File: config.mk
export PLATFORM = sky130hd
export DESIGN_NAME = modmul_product_pipe
export DESIGN_NICKNAME = d
export VERILOG_FILES = /design/src/rtl/ntt_pkg.sv /design/src/rtl/pipe_valid_stage.sv /design/src/rtl/modmul_product_pipe.sv
export SDC_FILE = /design/constraint.sdc
export NUM_CORES = 2
export LEC_CHECK = 0
export ABC_CLOCK_PERIOD_IN_PS = 20100
export BUFFER_PORTS_ARGS = -buffer_cell sky130_fd_sc_hd__buf_2
export CORE_ASPECT_RATIO = 2
export CORE_MARGIN = 2
export CORE_UTILIZATION = 50
export DETAILED_ROUTE_END_ITERATION = 10
export PLACE_DENSITY = 0.65
export SLEW_MARGIN = 20
export SYNTH_ARGS = -nofsm -noshare
export SYNTH_HDL_FRONTEND = slang
export SYNTH_SLANG_ARGS = --single-unit
File: constraint.sdc
create_clock -name clk -period 20.1 [get_ports clk]
set_clock_uncertainty 0.15 [all_clocks]
set_input_delay 5.025 -clock clk [delete_from_list [all_inputs] [get_ports clk]]
set_output_delay 5.025 -clock clk [all_outputs]
set_load 0.05 [all_outputs]
File: src/rtl/ntt_pkg.sv
// Shared NTT datapath constants and coefficient/product types.
package ntt_pkg;

    localparam int Q             = 8380417;
    localparam int K             = 23;
    localparam int Q_PRIME       = 8380415;
    localparam int N             = 256;
    localparam int PRODUCT_WIDTH = 64;

    typedef logic [31:0]              coeff_t;
    typedef logic [PRODUCT_WIDTH-1:0] product_t;

endpackage

File: src/rtl/pipe_valid_stage.sv
// Generic valid/ready register stage; accepts whenever empty or draining.
module pipe_valid_stage #(
    parameter int WIDTH = 8
) (
    input  logic             clk,
    input  logic             rst,
    input  logic             in_valid,
    output logic             in_ready,
    input  logic [WIDTH-1:0] in_data,
    output logic             out_valid,
    input  logic             out_ready,
    output logic [WIDTH-1:0] out_data
);

    logic             valid_reg;
    logic [WIDTH-1:0] data_reg;

    // Combinational ready: the stage frees up in the same cycle it drains.
    assign in_ready  = !valid_reg || out_ready;
    assign out_valid = valid_reg;
    assign out_data  = data_reg;

    always_ff @(posedge clk) begin
        if (rst) begin
            valid_reg <= 1'b0;
            data_reg  <= '0;
        end else if (in_ready) begin
            valid_reg <= in_valid;
            data_reg  <= in_data;
        end
    end

endmodule

File: src/rtl/modmul_product_pipe.sv
// Two-stage back-pressured 32x32 multiplier tagging products with index/last.
// Optional sticky operand range check enabled by defining MODMUL_RANGE_CHECK_EN.
module modmul_product_pipe
    import ntt_pkg::*;
#(
    parameter int Q             = ntt_pkg::Q,
    parameter int N             = ntt_pkg::N,
    parameter int IDX_W         = $clog2(N),
    parameter int PRODUCT_WIDTH = ntt_pkg::PRODUCT_WIDTH
) (
    input  logic                     clk,
    input  logic                     rst,
    input  logic                     in_valid,
    output logic                     in_ready,
    input  logic [31:0]              in_a,
    input  logic [31:0]              in_b,
    output logic                     out_valid,
    input  logic                     out_ready,
    output logic [PRODUCT_WIDTH-1:0] out_product,
    output logic [IDX_W-1:0]         out_index,
    output logic                     out_last,
    output logic                     err_range
);

    localparam int S1_W = 64 + IDX_W + 1;
    localparam int S2_W = PRODUCT_WIDTH + IDX_W + 1;

    if (Q < 2 || N < 2 || (N & (N - 1)) != 0 || IDX_W != $clog2(N) || PRODUCT_WIDTH < 64)
    begin : g_bad_config
        $error("modmul_product_pipe: unsupported parameter combination");
    end

    logic             in_xfer;
    logic [IDX_W-1:0] count_reg;
    logic             count_last;

    assign in_xfer    = in_valid && in_ready;
    assign count_last = (count_reg == IDX_W'(N - 1));

    always_ff @(posedge clk) begin
        if (rst) begin
            count_reg <= '0;
        end else if (in_xfer) begin
            count_reg <= count_last ? '0 : count_reg + IDX_W'(1);
        end
    end

    logic             s1_valid;
    logic             s2_adv;
    logic [S1_W-1:0]  s1_data;
    coeff_t           s1_a;
    coeff_t           s1_b;
    logic [IDX_W-1:0] s1_index;
    logic             s1_last;

    pipe_valid_stage #(.WIDTH(S1_W)) u_s1 (
        .clk       (clk),
        .rst       (rst),
        .in_valid  (in_valid),
        .in_ready  (in_ready),
        .in_data   ({in_a, in_b, count_reg, count_last}),
        .out_valid (s1_valid),
        .out_ready (s2_adv),
        .out_data  (s1_data)
    );

    assign {s1_a, s1_b, s1_index, s1_last} = s1_data;

    // Full-width unsigned multiply; operands are zero-extended so nothing truncates.
    logic [63:0]     full_product;
    logic [S2_W-1:0] s2_data;

    assign full_product = {32'd0, s1_a} * {32'd0, s1_b};

    pipe_valid_stage #(.WIDTH(S2_W)) u_s2 (
        .clk       (clk),
        .rst       (rst),
        .in_valid  (s1_valid),
        .in_ready  (s2_adv),
        .in_data   ({PRODUCT_WIDTH'(full_product), s1_index, s1_last}),
        .out_valid (out_valid),
        .out_ready (out_ready),
        .out_data  (s2_data)
    );

    assign {out_product, out_index, out_last} = s2_data;

`ifdef MODMUL_RANGE_CHECK_EN
    logic err_range_reg;

    always_ff @(posedge clk) begin
        if (rst) begin
            err_range_reg <= 1'b0;
        end else if (in_xfer && (in_a >= 32'(Q) || in_b >= 32'(Q))) begin
            err_range_reg <= 1'b1;
        end
    end

    assign err_range = err_range_reg;
`else
    assign err_range = 1'b0;
`endif

endmodule
# Yosys cells after proc, flatten, opt, wreduce, memory -nomap -nowiden
# Index checks and enable logic that the tools add are counted.
# Widths: inputs -> output; s select.
# totals
reg_bits	156
out_inout_bits	76
elab_cells	14
# op_classes
addsub	1
multipliers	1
n_eq_ne	1
n_mux	1
n_reduce_logical	5
# op_table
operator	count
$mul 32x32->64	1
$add 8x1->8 const B	1
$eq 8x8->1 const B	1
$mux 8	1
$logic_not 1->1	2
$logic_or 1x1->1	2
$logic_and 1x1->1	1

# Longest topological paths before layout
# logic_depth
depth_word	4
depth_mapped	30
mapped_depth_nobuf	28

# Modules after synthesis
# From an unflattened synthesis, not the netlist that was laid out.
# unflattened
cells_unflattened	4440
area_unflattened_um2	41060.6
# modules_own_cells
mod	n_inst	cells_per_inst	area_per_inst_um2	seq_area_each_um2
modmul_product_pipe	1	3766	33778.6	160.2
pipe_valid_stage	2	337	3641.0	1481.4

# Worst setup path after synthesis
# Ideal clock, no wire load.
# synth_path
kind	input port to output port
startpoint	input port out_ready
endpoint	output port in_ready
t_arrival_ns	6.091
required_time_ns	14.925
path_slack_ns	8.834
stages	5
n_path_buf	2
path_cell_list	nor2b_1 -> clkbuf_1 -> and2_1 -> inv_1 -> clkbuf_1
# synth_via
elab_chain_len	2
# synth_rtl
element	line_no	text
from (decl)	modmul_product_pipe.sv:18	input logic out_ready,
$logic_or 1x1->1 (2 in a row)	pipe_valid_stage.sv:19	assign in_ready = !valid_reg || out_ready;
to (decl)	modmul_product_pipe.sv:14	output logic in_ready,
# Every way passes these cells.

# Final worst setup path
# Ends and elaborated chain as after synthesis.

==> metrics <==
Rows=144; CTS Buf Count=17; Tot Pwr=4.13 mW; wire length per cell=20.6 um; clock sink total=156; Die X=201 um; Multi-input gate area=31300 um^2; Syn Area/Cell=8.90 um^2; H-Tree Depth=4; worst slew pin tran=1.08 ns; Static Leakage=20.2 nW; synthesized netlist cell count=4357; Mapped Area=38800 um^2; clock buffer depth=2; worst-path fanout max=2; fin cells=5347; Final Routed Wirelength=110000 um; core area=76900 um^2; maximum vdd drop=0.000156 V; Reg area=3150 um^2; Area after DPL=40200 um^2; Final Cycle Share=0.539; setup bufs post-CTS=0; Syn Nets=5585; die height=398 um; Iteration-0 DRC Markers=1465; pwr/cell area=101 nW/um^2; sequential power share=0.103; number of synthesis warnings=0; average vias per placed instance=5.45; Final ANT Viol Nets=0; routability cong.=0.900; post-synthesis sequential area ratio=0.0805; CTS Hold Bufs=0; CTS tree=yes; WHS Path Cells=2; initial core utilization=0.504; EDFF count, synth=0; CP Launch Point=out_ready; Worst Setup EP=in_ready; Rel. slew slack=0.280; DR pass1 iterations=5; P_int=1.80 mW; post-DP HPWL=85600 um; drc violations=0; status=finished, final reports clean; synthesis-to-finish area growth=5.25%; RSZ-0062 raised after global routing=no; grt total ovfl=0; startpoint types=input pin; Sw Pwr=2.33 mW; Setup TNS=0 ns; Final Max Slew Viols=0; maxcap violations=0; design area=40800 um^2; CP arrival=5.66 ns; Setup CP Type=in2out; largest net degree at the start of global routing=81; sw frac=0.564; final setup vio count=0; Root Driver=clkbuf_16; min cycle time layout=10.83 ns; clk slew on worst S/H paths=0.07 ns; Total GRT Usage=0.290; IO buf count=142; count of cell types in the netlist=75; vias in the first global route=32500; die area=79900 um^2; hold crit path type=reg2reg; Synth Register Bits=156; Clk Latency, worst-skew pair=0.49 ns; Reg2Reg Depth=25; placed insts=5312; CP required=14.93 ns; global-route wire length before repair=177000 um; Clk pwr share=0.087; nets=5537; flop2flop setup slack=11.51 ns; combinational power share=0.810; share of cells above drive strength 1=0.0657; cts repair resizes=0; Post-synth ARST share=0; Worst Setup End Kind=output port; Reg-to-Reg End=u_s2.out_data[62]$_SDFFE_PP0P_; fmax=0.0923 GHz; predominant post-synthesis flop cell=dfxtp_1; r2r startpoint=u_s1.out_data[20]$_SDFFE_PP0N_; Final Hold Fails=0; total number of vias=29100; fillers=7224; initial antenna violation count=1; IO Pins=144
==> layer usage <==
| layer | track usage | wire length, um | up-vias |
|---|---|---|---|
| li1 | - | - | 12700 |
| met1 | 0.309 | 37300 | 15100 |
| met2 | 0.546 | 60000 | 971 |
| met3 | 0.0376 | 5890 | 372 |
| met4 | 0.165 | 6840 | 0 |
| met5 | 0 | 0 | - |
==> power by group through the flow <==
stage / clock network [mW] / logic (mW) / registers, mW
detailed placement: 0 / 3.29 / 0.432
floorplan: 0 / 2.22 / 0.541
finish: 0.359 / 3.35 / 0.428
CTS: 0.366 / 3.34 / 0.427
global route: 0.374 / 3.69 / 0.433
global placement: 0 / 3.29 / 0.432
==> critical path: stages <==
cell     delay (ns)
buf_2          0.10
nor2b_4        0.04
and2_2         0.19
inv_2          0.05
buf_2          0.25
==> final cells by class <==
| class | count | area share |
|---|---|---|
| well taps | 1022 | 0.0313 |
| flip-flops and latches | 156 | 0.0773 |
| repair buffers | 196 | 0.0274 |
| diodes | 3 | 0.000184 |
| inverters | 886 | 0.0815 |
| clock buffers | 17 | 0.0104 |
| multi-input cells | 3052 | 0.767 |
| clock inverters | 15 | 0.00497 |
==> cell usage after synthesis (all sizes together) (28+ instances only) <==
master | count | area share
fa | 896 | 0.46
inv | 886 | 0.086
nand2 | 734 | 0.071
and2 | 583 | 0.094
ha | 264 | 0.085
clkbuf | 236 | 0.023
a21oi | 183 | 0.024
dfxtp | 156 | 0.081
nor2 | 58 | 0.0056
o21ai | 40 | 0.0055
xnor2 | 39 | 0.0088
a21o | 28 | 0.0054
==> worst min-delay path by stage <==
stage                                   start                        endpoint  slack [ns]
2_1_floorplan     u_s1.out_valid$_SDFFE_PP0N_     u_s2.out_valid$_SDFFE_PP0P_        0.28
3_3_place_gp   u_s1.out_data[35]$_SDFFE_PP0N_  u_s1.out_data[35]$_SDFFE_PP0N_        0.29
3_5_place_dp   u_s2.out_data[10]$_SDFFE_PP0P_  u_s2.out_data[10]$_SDFFE_PP0P_        0.29
4_1_cts        u_s1.out_data[35]$_SDFFE_PP0N_  u_s1.out_data[35]$_SDFFE_PP0N_        0.30
5_1_grt        u_s1.out_data[35]$_SDFFE_PP0N_  u_s1.out_data[35]$_SDFFE_PP0N_        0.32
6_report       u_s1.out_data[35]$_SDFFE_PP0N_  u_s1.out_data[35]$_SDFFE_PP0N_        0.30
==> cell families after synthesis <==
group           synth area share
simple gates               0.187
fa+ha+maj                  0.548
buf+inv                    0.113
compound gates            0.0581
flops                     0.0805
xor+xnor                  0.0138
other cells            0.0000967
mux                     0.000258
==> metrics by stage <==
step                 util  setup slack, ns  hold slack [ns]
finish              0.530             9.27            0.299
global route        0.530             9.24            0.316
CTS                 0.530             9.26            0.302
detailed placement  0.522             9.27            0.291
global placement    0.522             9.26            0.286
floorplan               -             8.83            0.282
==> cells in the final DEF, fill, tap and decap left out, types with 25 or more instances in the layout <==
cell type	instances
and2_1	580
ha_1	264
inv_1	884
dfxtp_1	131
dfxtp_2	25
buf_2	141
nor2_1	58
xnor2_1	39
nand2_1	733
buf_4	55
fa_1	896
a21oi_1	180
a21o_1	28
o21ai_0	29
No activity file was read; power rests on OpenSTA's default activity.
